**src/rtl/xgmii_rx_deframer.sv**
```systemverilog
// XGMII receive deframer: strips start/preamble/SFD/terminate/idle symbols from
// 32-bit lane words and emits payload beats with keep/last/err toward the RX MAC.

module xgmii_rx_lane (
  input  logic [7:0] d,
  input  logic       c,
  output logic       term
);
  assign term = c & (d == 8'hFD);
endmodule

module xgmii_rx_deframer #(
  parameter int W_DATA = 32
) (
  input  logic                clk,
  input  logic                rst_n,
  input  logic [W_DATA-1:0]   i_xgmii_d,
  input  logic [W_DATA/8-1:0] i_xgmii_c,
  input  logic                i_xgmii_vld,
  output logic [W_DATA-1:0]   o_data,
  output logic [W_DATA/8-1:0] o_keep,
  output logic                o_valid,
  output logic                o_last,
  output logic                o_err
);
  localparam int NUM_LANES = W_DATA / 8;
  localparam logic [W_DATA-1:0]    START_W = W_DATA'(32'h555555FB);
  localparam logic [W_DATA-1:0]    SFD_W   = W_DATA'(32'hD5555555);
  localparam logic [NUM_LANES-1:0] C_LANE0 = NUM_LANES'(1);

  typedef enum logic [2:0] {S_IDLE, S_PRE, S_DATA, S_FLUSH, S_DROP} state_t;

  state_t                state, state_nx;
  logic [W_DATA-1:0]     buf_d, buf_d_nx;
  logic [NUM_LANES-1:0]  buf_k, buf_k_nx;
  logic                  buf_vld, buf_vld_nx;
  logic [W_DATA-1:0]     data_nx;
  logic [NUM_LANES-1:0]  keep_nx;
  logic                  valid_nx, last_nx, err_nx;

  logic [NUM_LANES-1:0]  term;
  logic [NUM_LANES-1:0]  keep_lo;
  logic [W_DATA-1:0]     data_lo;
  logic                  ctl_any, ctl_term;
  logic                  start_w, sfd_w, start_sym, drop_exit;

  for (genvar g = 0; g < NUM_LANES; g++) begin : g_lane
    xgmii_rx_lane u_lane (
      .d    (i_xgmii_d[8*g +: 8]),
      .c    (i_xgmii_c[g]),
      .term (term[g])
    );
  end

  // Lanes ahead of the first control lane are payload; that control lane
  // decides between a clean terminate and a corrupt frame.
  always_comb begin
    ctl_any  = 1'b0;
    ctl_term = 1'b0;
    keep_lo  = '0;
    data_lo  = '0;
    for (int k = 0; k < NUM_LANES; k++) begin
      if (!ctl_any && i_xgmii_c[k]) begin
        ctl_any  = 1'b1;
        ctl_term = term[k];
      end
      if (!ctl_any) begin
        keep_lo[k]      = 1'b1;
        data_lo[8*k +: 8] = i_xgmii_d[8*k +: 8];
      end
    end
  end

  assign start_w   = (i_xgmii_c == C_LANE0) && (i_xgmii_d == START_W);
  assign sfd_w     = (i_xgmii_c == '0) && (i_xgmii_d == SFD_W);
  assign start_sym = (i_xgmii_c == C_LANE0) && (i_xgmii_d[7:0] == 8'hFB);
  assign drop_exit = (|term) || ((&i_xgmii_c) && (i_xgmii_d[7:0] == 8'h07));

  always_comb begin
    state_nx   = state;
    buf_d_nx   = buf_d;
    buf_k_nx   = buf_k;
    buf_vld_nx = buf_vld;
    valid_nx   = 1'b0;
    last_nx    = 1'b0;
    err_nx     = 1'b0;
    data_nx    = '0;
    keep_nx    = '0;
    case (state)
      S_IDLE: begin
        if (i_xgmii_vld && start_w) state_nx = S_PRE;
      end
      S_PRE: begin
        if (i_xgmii_vld) begin
          if (sfd_w) begin
            state_nx   = S_DATA;
            buf_vld_nx = 1'b0;
          end else if (!start_w) begin
            state_nx = S_IDLE;
          end
        end
      end
      S_DATA: begin
        if (i_xgmii_vld) begin
          if (!ctl_any) begin
            valid_nx   = buf_vld;
            data_nx    = buf_vld ? buf_d : '0;
            keep_nx    = buf_vld ? buf_k : '0;
            buf_d_nx   = i_xgmii_d;
            buf_k_nx   = '1;
            buf_vld_nx = 1'b1;
          end else if (ctl_term) begin
            valid_nx = buf_vld;
            data_nx  = buf_vld ? buf_d : '0;
            keep_nx  = buf_vld ? buf_k : '0;
            if (keep_lo == '0) begin
              // Terminate in lane 0 closes the held word directly.
              last_nx    = buf_vld;
              buf_vld_nx = 1'b0;
              state_nx   = S_IDLE;
            end else begin
              buf_d_nx   = data_lo;
              buf_k_nx   = keep_lo;
              buf_vld_nx = 1'b1;
              state_nx   = S_FLUSH;
            end
          end else begin
            valid_nx   = 1'b1;
            last_nx    = 1'b1;
            err_nx     = 1'b1;
            data_nx    = buf_vld ? buf_d : '0;
            keep_nx    = buf_vld ? buf_k : '0;
            buf_vld_nx = 1'b0;
            state_nx   = start_sym ? S_PRE : S_DROP;
          end
        end
      end
      S_FLUSH: begin
        valid_nx   = 1'b1;
        last_nx    = 1'b1;
        data_nx    = buf_d;
        keep_nx    = buf_k;
        buf_vld_nx = 1'b0;
        state_nx   = (i_xgmii_vld && start_w) ? S_PRE : S_IDLE;
      end
      S_DROP: begin
        if (i_xgmii_vld) begin
          if (start_w)        state_nx = S_PRE;
          else if (drop_exit) state_nx = S_IDLE;
        end
      end
      default: state_nx = S_IDLE;
    endcase
  end

  always_ff @(posedge clk or negedge rst_n) begin
    if (!rst_n) begin
      state   <= S_IDLE;
      buf_d   <= '0;
      buf_k   <= '0;
      buf_vld <= 1'b0;
      o_data  <= '0;
      o_keep  <= '0;
      o_valid <= 1'b0;
      o_last  <= 1'b0;
      o_err   <= 1'b0;
    end else begin
      state   <= state_nx;
      buf_d   <= buf_d_nx;
      buf_k   <= buf_k_nx;
      buf_vld <= buf_vld_nx;
      o_data  <= data_nx;
      o_keep  <= keep_nx;
      o_valid <= valid_nx;
      o_last  <= last_nx;
      o_err   <= err_nx;
    end
  end
endmodule

```
**config.mk**
```make
export PLATFORM = sky130hd
export DESIGN_NAME = xgmii_rx_deframer
export DESIGN_NICKNAME = d
export VERILOG_FILES = /design/src/rtl/xgmii_rx_deframer.sv
export SDC_FILE = /design/constraint.sdc
export NUM_CORES = 1
export LEC_CHECK = 0
export ABC_CLOCK_PERIOD_IN_PS = 2350
export CORE_ASPECT_RATIO = 0.75
export CORE_MARGIN = 2
export CORE_UTILIZATION = 45
export CTS_CLUSTER_SIZE = 12
export DETAILED_ROUTE_END_ITERATION = 16
export PLACE_DENSITY_LB_ADDON = 0.1
export RECOVER_POWER = 50
export SLEW_MARGIN = 20
export SYNTH_ARGS = -nofsm -noshare
export SYNTH_HDL_FRONTEND = slang
export SYNTH_SLANG_ARGS = --single-unit
```
**constraint.sdc**
```tcl
create_clock -name clk -period 2.35 [get_ports clk]
set_clock_uncertainty 0.15 [all_clocks]
set_input_delay 0.5875 -clock clk [delete_from_list [all_inputs] [get_ports clk]]
set_output_delay 0.5875 -clock clk [all_outputs]
set_load 0.005 [all_outputs]
```
* Word-level counts from Yosys, hierarchy flattened
Index checks and enable logic that the tools add are counted.
Word-level totals: register bits 79, latch bits 0, bits in writable memories 0, ROM bits 0, bits of input ports 39, output and inout bits 39, logic and storage cells 118, memories 0
Operators by class: $add $sub $neg 0, multiply operators 0, divide/modulo/power cells 0, $lt $le $gt $ge 0, eq/ne operators 23, shifts and indexed selects 0, muxes and demuxes 61, bitwise gates (word level) 4, reduce and logical (&&, ||, !) cells 21
Operators with widths (count):
- 32-bit 2-to-1 mux | 5
- 32-bit case mux with 2 select lines | 1
- 8-bit == test (second input constant) | 5
- 3-bit 2-to-1 mux | 11
- 32-bit by 31-bit == test with 1-bit output (second input constant) | 1
- 32-bit == test (second input constant) | 1
- 1-bit 2-to-1 mux | 30
- 8-bit 2-to-1 mux | 3
- 4-bit 2-to-1 mux | 5
- 3-bit case mux with 5 select lines | 1
- 2-bit inequality test (second input constant) | 7
- 4-bit AND reduction | 3
- 8-bit by 3-bit == test with 1-bit output (second input constant) | 1
- 1-bit logical AND | 8
- 4-bit logical NOT | 2
- 4-bit case mux with 2 select lines | 1
- 7-bit AND reduction | 1
- 3-bit by 2-bit == test with 1-bit output (second input constant) | 2
- 3-bit inequality test (second input constant) | 2
- 1-bit AND | 4
- 4-bit by 1-bit == test with 1-bit output (second input constant) | 1
- 1-bit case mux with 2 select lines | 2
- 4-bit OR reduction | 1
- 3-bit by 1-bit == test with 1-bit output (second input constant) | 1
- other kinds (8) | 10

* Longest topological paths before layout
Gate-level depths: netlist of the first run.
word-level depth 17, gate-level depth with buffers 8, gate-level depth less buffers 6

* Cells and area by module
Synthesis of the first run repeated with hierarchy kept, for this count alone.
Unflattened totals: cell total of the unflattened synthesis 293, area total of the unflattened synthesis 3328.2 um^2
By module, submodules not included:
- xgmii_rx_deframer | times used 1, cells each 277, area each 3223.1 um^2, sequential area each 1976.9 um^2
- xgmii_rx_lane | times used 4, cells each 4, area each 26.3 um^2, sequential area each 0.0 um^2

* Worst setup path before layout of the first run
No wires, ideal clock.
path type input-to-reg, start point input port i_xgmii_d[21], end point register state[0], library setup time 125 ps, arrival 2316 ps, required time 2075 ps, slack -241 ps, stages on the path 6, buffers on the path 0, cell sequence or4_4 nor4_4 nand4_2 o41a_1 o311ai_2 mux2_4
On the way: word-level cells in the longest chain between the ends 8, elaborated cells between the ends (all ways) 24, classes of those cells eq/ne (6); mux (11); bitwise (1); reduce/logical (6)
Ends and longest elaborated chain:
- start, declared | line 17 | input logic [W_DATA-1:0] i_xgmii_d,
- 8-bit == test | line 9 | assign term = c & (d == 8'hFD);
- 1-bit AND | line 9
- 1-bit 2-to-1 mux (2 in series) | line 63 | if (!ctl_any && i_xgmii_c[k]) begin
- 3-bit 2-to-1 mux | line 112 | end else if (ctl_term) begin
- 3-bit 2-to-1 mux | line 105 | if (!ctl_any) begin
- 3-bit 2-to-1 mux | line 104 | if (i_xgmii_vld) begin
- 3-bit case mux with 5 select lines | line 89 | case (state)
- end signal, assigned | line 168 | state <= state_nx;
- end, declared | line 33 | state_t state, state_nx;
Parallel ways exist; a longest one is shown, timed or not. The select of a mux whose other input is x is not followed. A chain may end at the register's enable or synchronous reset.

* Worst setup path after layout of the first run
start point input port i_xgmii_c[2], end point register state[2]
On the way: word-level cells in the longest chain between the ends 9, elaborated cells between the ends (all ways) 32, classes of those cells eq/ne (5); mux (13); bitwise (1); reduce/logical (13)
Ends and longest elaborated chain:
- start, declared | line 18 | input logic [W_DATA/8-1:0] i_xgmii_c,
- 1-bit logical AND | line 63
- 1-bit 2-to-1 mux | line 63
- 1-bit logical NOT | line 63
- 1-bit logical AND | line 63
- 1-bit 2-to-1 mux | line 63
- 3-bit 2-to-1 mux | line 112
- 3-bit 2-to-1 mux | line 105
- 3-bit 2-to-1 mux | line 104
- 3-bit case mux with 5 select lines | line 89
Parallel ways exist; a longest one is shown, timed or not. The select of a mux whose other input is x is not followed.

==> out/results.tsv, run 1 <==
stage	metric	value	unit
status	outcome	complete, but fails checks	
status	failed_checks	capacitance limit, slew limit, setup timing	
yosys	ys_seq_area_share	58.7	%
pwr	p_per_area	592	nW/µm²
grt	grt-ovfl-total	0	
setup_path	worstSetupEndpointType	flop	
setup_path	path_max_fanout	5	
clock_network	clk-insertion-delay-late	0.35	ns
timing	setup_ws	-0.169	ns
timing	fin_crit	2.52	ns
setup_path	crit_type	primary input to flop	
pwr	seq_power_share	47.3	%
clock_network	cts_root_buf	clkbuf_8	
pwr	intPower	0.00227	W
setup_path	crit_family	simple AND/OR/NAND/NOR gates	
hold_path	hold_path_class	flop to flop	
pwr	ir_drop	385	µV
pwr	swShare	23.7	%
pwr	p_switching	0.000704	W
timing	hold_viol	0	
clock_network	clockBufferDepth	2	
clock_network	cts_tree	built	
setup_path	crit_chain	dlygate4sd2_1 -> or4_1 -> nor4_1 -> a41oi_1 -> nand4b_1 -> o311ai_4 -> mux2_4	
floorplanning	ios	78	
floorplanning	core_area	7300	µm²
final_layout	instances_no_fill	514	
setup_path	critical-path-slowest-cell	or4_1	
grt	grt_pass1_wl	13600	µm
clock_network	clk_pin_slew	0.08	ns
job	maxCapViolCount	1	
setup_path	cpPeakStageDelay	0.53	ns
timing	timing.fmax	0.397	GHz
floorplanning	die_h	78.9	µm
detailed_routing	first_pass_iters	4	
pwr	combPwrFrac	11.4	%
setup_path	worstSetupStartpointType	primary input	
pwr	clockPowerShare	41.3	%
yosys	synthCells	277	
yosys	netlist_area	3370	µm²
place	portBuffers	77	
setup_path	crit_buf_inv	1	
timing	max-slew-margin-rel	-16.4	%
detailed_routing	wl	8480	µm
detailed_routing	ant_nets	0	
grt	grt_pass1_vias	2660	
grt	antenna_found_initial	0	
final_layout	fin_util	68.8	%
timing	rsz0062_at_grt	true	
clock_network	cts_sinks	79	
final_layout	final_common_cell	dfrtp_1	
timing	slew_violations	34	
timing	tightest_slew	1.75	ns
grt	grt_max_degree	48	
detailed_routing	wl_per_cell	16.5	µm
yosys	synth.avg_cell_area	12.2	µm²
floorplanning	fp-row-count	27	
timing	setup_viol	3	
clock_network	postCtsHoldBufs	0	
final_layout	final_nets	448	
final_layout	drive_gt1_share	32.0	%
yosys	ys_ff_latch	79	
floorplanning	dieArea	8200	µm²
yosys	synth_edf_count	0	
yosys	synth_cell_types	51	
place	numPlacedInstances	492	
place	globalplace.congestion	0.917	
grt	grt_use_total	21.3	%
final_layout	diodes	0	
setup_path	cp.required	2.44	ns
floorplanning	start_util	46.2	%
final_layout	syn_to_final_growth	49.0	%
clock_network	numCtsBuffers	9	
yosys	syn-num-nets	316	
yosys	postSynth.asyncResetShare	100	%
yosys	ys_warn_count	0	
detailed_routing	vias	2628	
place	dpl.hpwl	5960	µm
detailed_routing	avgViaCountPerCell	5.11	
floorplanning	die_w	104	µm
detailed_routing	drtIter0Drc	79	
final_layout	final_cell_mix	79 x dfrtp_1, 50 x buf_4, 33 x clkdlybuf4s50_1	
pwr	power.leakage	2.51	nW
setup_path	critPathArrivalTime	2.60	ns
detailed_routing	drc	0	
timing	tns	-0.396	ns
final_layout	fillCellCount	548	
clock_network	htree_levels	3	
timing	finalCritPeriodShare	107	%
yosys	synthFlopType	dfrtp_1	
==> registers in the layout, indices dropped and copies added, names as in the netlist <==
signal,cells
buf_d,32
o_last,1
buf_k,4
o_data,32
o_valid,1
o_err,1
o_keep,4
state,3
buf_vld,1
==> area by class of cell <==
class | instances | area (µm²) | area share, %
timing repair buffer | 135 | 1200 | 24.0
clock buffer | 10 | 138 | 2.74
sequential | 79 | 1980 | 39.4
tap | 101 | 126 | 2.52
clock inverter | 5 | 106 | 2.12
inverter | 17 | 63.8 | 1.27
multi-input combinational | 167 | 1410 | 28.0
==> synthesized netlist by cell type (2+ instances only) <==
| master | number | area share (%) |
|---|---|---|
| a21oi_1 | 2 | 0.30 |
| a22o_1 | 8 | 2.1 |
| a41oi_1 | 2 | 0.52 |
| and2_1 | 27 | 5.0 |
| buf_2 | 6 | 0.89 |
| buf_6 | 2 | 0.67 |
| clkbuf_1 | 5 | 0.56 |
| dfrtp_1 | 79 | 59 |
| inv_1 | 17 | 1.9 |
| mux2_2 | 17 | 5.7 |
| mux2_4 | 2 | 0.89 |
| mux2i_1 | 11 | 3.3 |
| nand2_1 | 14 | 1.6 |
| nand2b_1 | 2 | 0.37 |
| nand3_1 | 3 | 0.45 |
| nand4_1 | 6 | 1.1 |
| nand4b_1 | 4 | 1.0 |
| nor2_1 | 7 | 0.78 |
| nor2b_1 | 9 | 1.7 |
| nor3_1 | 14 | 2.1 |
| nor3_2 | 2 | 0.59 |
| nor4_1 | 5 | 0.93 |
| o21ai_0 | 3 | 0.45 |
| o31ai_1 | 2 | 0.45 |
| or4_1 | 2 | 0.45 |
==> worst paths after layout <==
path | from | end | slack [ns] | cells past startpoint
setup / recovery | i_xgmii_c[2] | state[2]$_DFFE_PN0P_ | -0.17 | 7
hold / removal | buf_k[0]$_DFFE_PN0P_ | buf_k[0]$_DFFE_PN0P_ | 0.32 | 1
setup reg to reg | state[0]$_DFFE_PN0P_ | buf_d[10]$_DFFE_PN0P_ | 0.21 | 7
hold reg to reg | buf_k[0]$_DFFE_PN0P_ | buf_k[0]$_DFFE_PN0P_ | 0.32 | 1
max in group asynchronous | rst_n | o_last$_DFF_PN0_ | 0.34 | 2
min in group asynchronous | rst_n | o_keep[0]$_DFF_PN0_ | 0.53 | 1
==> metrics by stage <==
stage / setup WS (ns) / total power, W / area [µm²] / hold slack, ns
2_1_floorplan: -0.241 / 0.00159 / 3400 / 0.142
3_3_place_gp: -0.735 / 0.00176 / 4610 / 0.292
3_5_place_dp: -0.772 / 0.00177 / 4610 / 0.295
4_1_cts: -0.168 / 0.00299 / 4890 / 0.0283
5_1_grt: -0.232 / 0.00309 / 5020 / 0.347
6_report: -0.169 / 0.00297 / 5020 / 0.316
==> power groups by stage <==
stage               clock network, W  logic, W  registers [W]
finish                       0.00123  0.000340        0.00140
global route                 0.00131  0.000376        0.00141
CTS                          0.00125  0.000336        0.00140
detailed placement                 0  0.000343        0.00143
global placement                   0  0.000338        0.00143
floorplan                          0  0.000183        0.00141
==> cell families (layout without fill, tap and decap cells) <==
logic type | count (synthesis) | count (layout) | synth area share, %
AO/OA/AOI/OAI | 28 | 28 | 6.98
buffers and inverters | 31 | 167 | 4.42
flip-flops | 79 | 79 | 58.7
multiplexers | 30 | 30 | 9.84
AND/OR/NAND/NOR | 109 | 109 | 20.1
==> layer usage <==
| metal | vias up | GRT usage, % | wire, µm |
|---|---|---|---|
| met5 | - | 0 | 0 |
| li1 | 1242 | - | - |
| met2 | 69 | 33.9 | 4040 |
| met1 | 1311 | 29.2 | 3920 |
| met4 | 0 | 5.41 | 76 |
| met3 | 6 | 5.91 | 448 |
==> timing repair <==
item | in CTS | in global routing
pin swaps | 15 | 13
setup endpoints to repair | 42 | 37
buffers inserted | 3 | 4
gates resized for setup | 61 | 41
No activity file was read; power rests on OpenSTA's default activity.
==> run 2: changes to the inputs <==
--- a/config.mk
+++ b/config.mk
@@ -6,9 +6,12 @@
 export NUM_CORES = 1
 export LEC_CHECK = 0
 export ABC_CLOCK_PERIOD_IN_PS = 2350
+export CAP_MARGIN = 20
+export CELL_PAD_IN_SITES_DETAIL_PLACEMENT = 0
+export CELL_PAD_IN_SITES_GLOBAL_PLACEMENT = 1
 export CORE_ASPECT_RATIO = 0.75
 export CORE_MARGIN = 2
-export CORE_UTILIZATION = 45
+export CORE_UTILIZATION = 39
 export CTS_CLUSTER_SIZE = 12
 export DETAILED_ROUTE_END_ITERATION = 16
 export PLACE_DENSITY_LB_ADDON = 0.1
==> out/results.tsv, run 2 (synthesis gave the netlist of run 1 again) <==
stage	metric	value	unit	change
clock_network	clockBufferDepth	2		unchanged
final_layout	top_regs	buf_d: 32 flops, o_data: 32 flops		
setup_path	worstSetupEndpointType	flop		
final_layout	instances_no_fill	524		+1.9%
final_layout	syn_to_final_growth	51.8	%	
floorplanning	die_w	111	µm	+7.1%
setup_path	crit_path_start	i_xgmii_d[21]		
detailed_routing	wl	8690	µm	+2.5%
place	globalplace.congestion	0.833		-9.1%
final_layout	drive_gt1_share	33.7	%	+1.7 points
timing	hold_viol	0		unchanged
place	dpl.hpwl	6200	µm	+4.2%
setup_path	r2r-start	state[0]$_DFFE_PN0P_		
clock_network	cts_sinks	79		unchanged
timing	finalCritPeriodShare	105	%	-2.4 points
detailed_routing	wl_per_cell	16.6	µm	+0.54%
timing	slew_violations	0		-100%
setup_path	r2r_end	buf_d[29]$_DFFE_PN0P_		
setup_path	critPathArrivalTime	2.53	ns	-0.07 ns
final_layout	final_nets	450		+0.45%
status	failed_checks	setup timing		
detailed_routing	avgViaCountPerCell	5.04		-1.5%
clock_network	clk-insertion-delay-late	0.33	ns	-0.02 ns
floorplanning	core_area	8420	µm²	+15%
place	portBuffers	77		unchanged
clock_network	clk_pin_slew	0.06	ns	-0.02 ns
grt	antenna_found_initial	0		unchanged
detailed_routing	ant_nets	0		unchanged
detailed_routing	drc	0		unchanged
final_layout	final_common_cell	dfrtp_1		
grt	grt_use_total	19.5	%	-1.8 points
detailed_routing	first_pass_iters	4		unchanged
setup_path	path_max_fanout	3		-2
timing	setup_viol	3		unchanged
place	place_area	4650	µm²	+0.84%
floorplanning	ios	78		unchanged
pwr	total_power	0.00327	W	+10%
final_layout	diodes	0		unchanged
timing	rsz0062_at_grt	true		
grt	grt_pass1_vias	2731		+2.7%
job	maxCapViolCount	0		-1
setup_path	ff2ff_setup_slack	0.23	ns	+0.02 ns
detailed_routing	drtIter0Drc	97		+23%
setup_path	worst-r2r-cell-count	7		unchanged
clock_network	cts_root_buf	clkbuf_16		
timing	fin_crit	2.46	ns	-0.0571 ns
setup_path	endpoint	state[0]$_DFFE_PN0P_		
clock_network	postCtsHoldBufs	0		unchanged
pwr	p_per_area	639	nW/µm²	+8.0%
floorplanning	die_h	84.5	µm	+7.0%
floorplanning	dieArea	9410	µm²	+15%
grt	grt_max_degree	37		-23%
setup_path	cp.required	2.42	ns	-0.02 ns
grt	grt-ovfl-total	0		unchanged
timing	setup_ws	-0.112	ns	+0.0571 ns
detailed_routing	vias	2640		+0.46%
floorplanning	fp-row-count	29		+7.4%
hold_path	hold_path_class	primary input to async pin		
timing	timing.fmax	0.406	GHz	+2.3%
timing	max-slew-margin-rel	39.3	%	+56 points
final_layout	design_area	5110	µm²	+1.9%
status	outcome	complete, but fails checks		
setup_path	worstSetupStartpointType	primary input		
final_layout	final_cell_mix	79 x dfrtp_1, 47 x buf_4, 39 x clkdlybuf4s50_1		
pwr	power.leakage	2.54	nW	+1.1%
setup_path	crit_type	primary input to flop		
clock_network	cts_tree	built		
clock_network	htree_levels	3		unchanged
grt	grt_pass1_wl	14000	µm	+3.5%
clock_network	numCtsBuffers	9		unchanged
place	numPlacedInstances	503		+2.2%
pwr	ir_drop	498	µV	+30%
place	post-place-ws	-0.837	ns	-0.0658 ns
floorplanning	start_util	40.0	%	-6.1 points
timing	tightest_slew	0.911	ns	-0.835 ns
==> run 2: cell count changes in the layout (fill, tap and decap cells not counted), moves of 5 or more <==
cell	delta
clkbuf_16	+10
mux2_4	+5
mux2_2	-5
clkbuf_2	+6
clkbuf_8	-9
dlygate4sd3_1	-7
clkdlybuf4s50_1	+6
==> run 2: where the power goes <==
| part | switching, W | total (W) | internal (W) |
|---|---|---|---|
| Combinational | 0.000177 | 0.000337 | 0.000160 |
| Sequential | 0.0000347 | 0.00141 | 0.00137 |
| Clock | 0.000560 | 0.00152 | 0.000964 |
==> run 2: layout make-up <==
type,instances,area (µm²)
inverter,17,63.8
fill,754,3300
timing repair buffer,137,1180
clock inverter,6,90.1
multi-input combinational,167,1430
tap,108,135
sequential,79,1980
clock buffer,10,239
==> run 2: worst min path at each step <==
stage,from,endpoint,slack [ns],cells past startpoint
floorplan,rst_n,buf_d[0]$_DFFE_PN0P_,0.14,0
global route,rst_n,o_data[14]$_DFF_PN0_,0.29,1
detailed placement,buf_k[0]$_DFFE_PN0P_,buf_k[0]$_DFFE_PN0P_,0.30,1
global placement,buf_k[0]$_DFFE_PN0P_,buf_k[0]$_DFFE_PN0P_,0.29,1
CTS,rst_n,o_data[14]$_DFF_PN0_,0.07,1
finish,rst_n,o_data[14]$_DFF_PN0_,0.21,1
==> run 2: critical path, stage by stage <==
cell and delay (ns):
buf_6 0.09, or4_4 0.53, nor4_4 0.34, nand4_4 0.14, o41a_1 0.40, o311ai_4 0.11, mux2_4 0.33
==> run 2: layer usage <==
layer	wire, µm	global-route usage [%]	up-vias
li1	-	-	1246
met1	4150	27.0	1318
met2	4030	29.6	63
met3	379	5.20	13
met4	129	7.52	0
met5	0	0	-
==> run 2: stage by stage <==
stage / hold slack [ns] / utilization [%] / TNS [ns]
2_1_floorplan: 0.142 / - / -1.19
3_3_place_gp: 0.295 / 55.3 / -25.85
3_5_place_dp: 0.296 / 55.3 / -26.96
4_1_cts: 0.0672 / 59.6 / -0.470
5_1_grt: 0.295 / 60.8 / -0.507
6_report: 0.215 / 60.8 / -0.281
==> run 2: repair_timing <==
action,CTS,global route
setup endpoints to repair,43,38
setup buffers,4,2
resized for setup,69,61
hold endpoints to repair,0,0
pin swaps,15,19
gates cloned,0,1
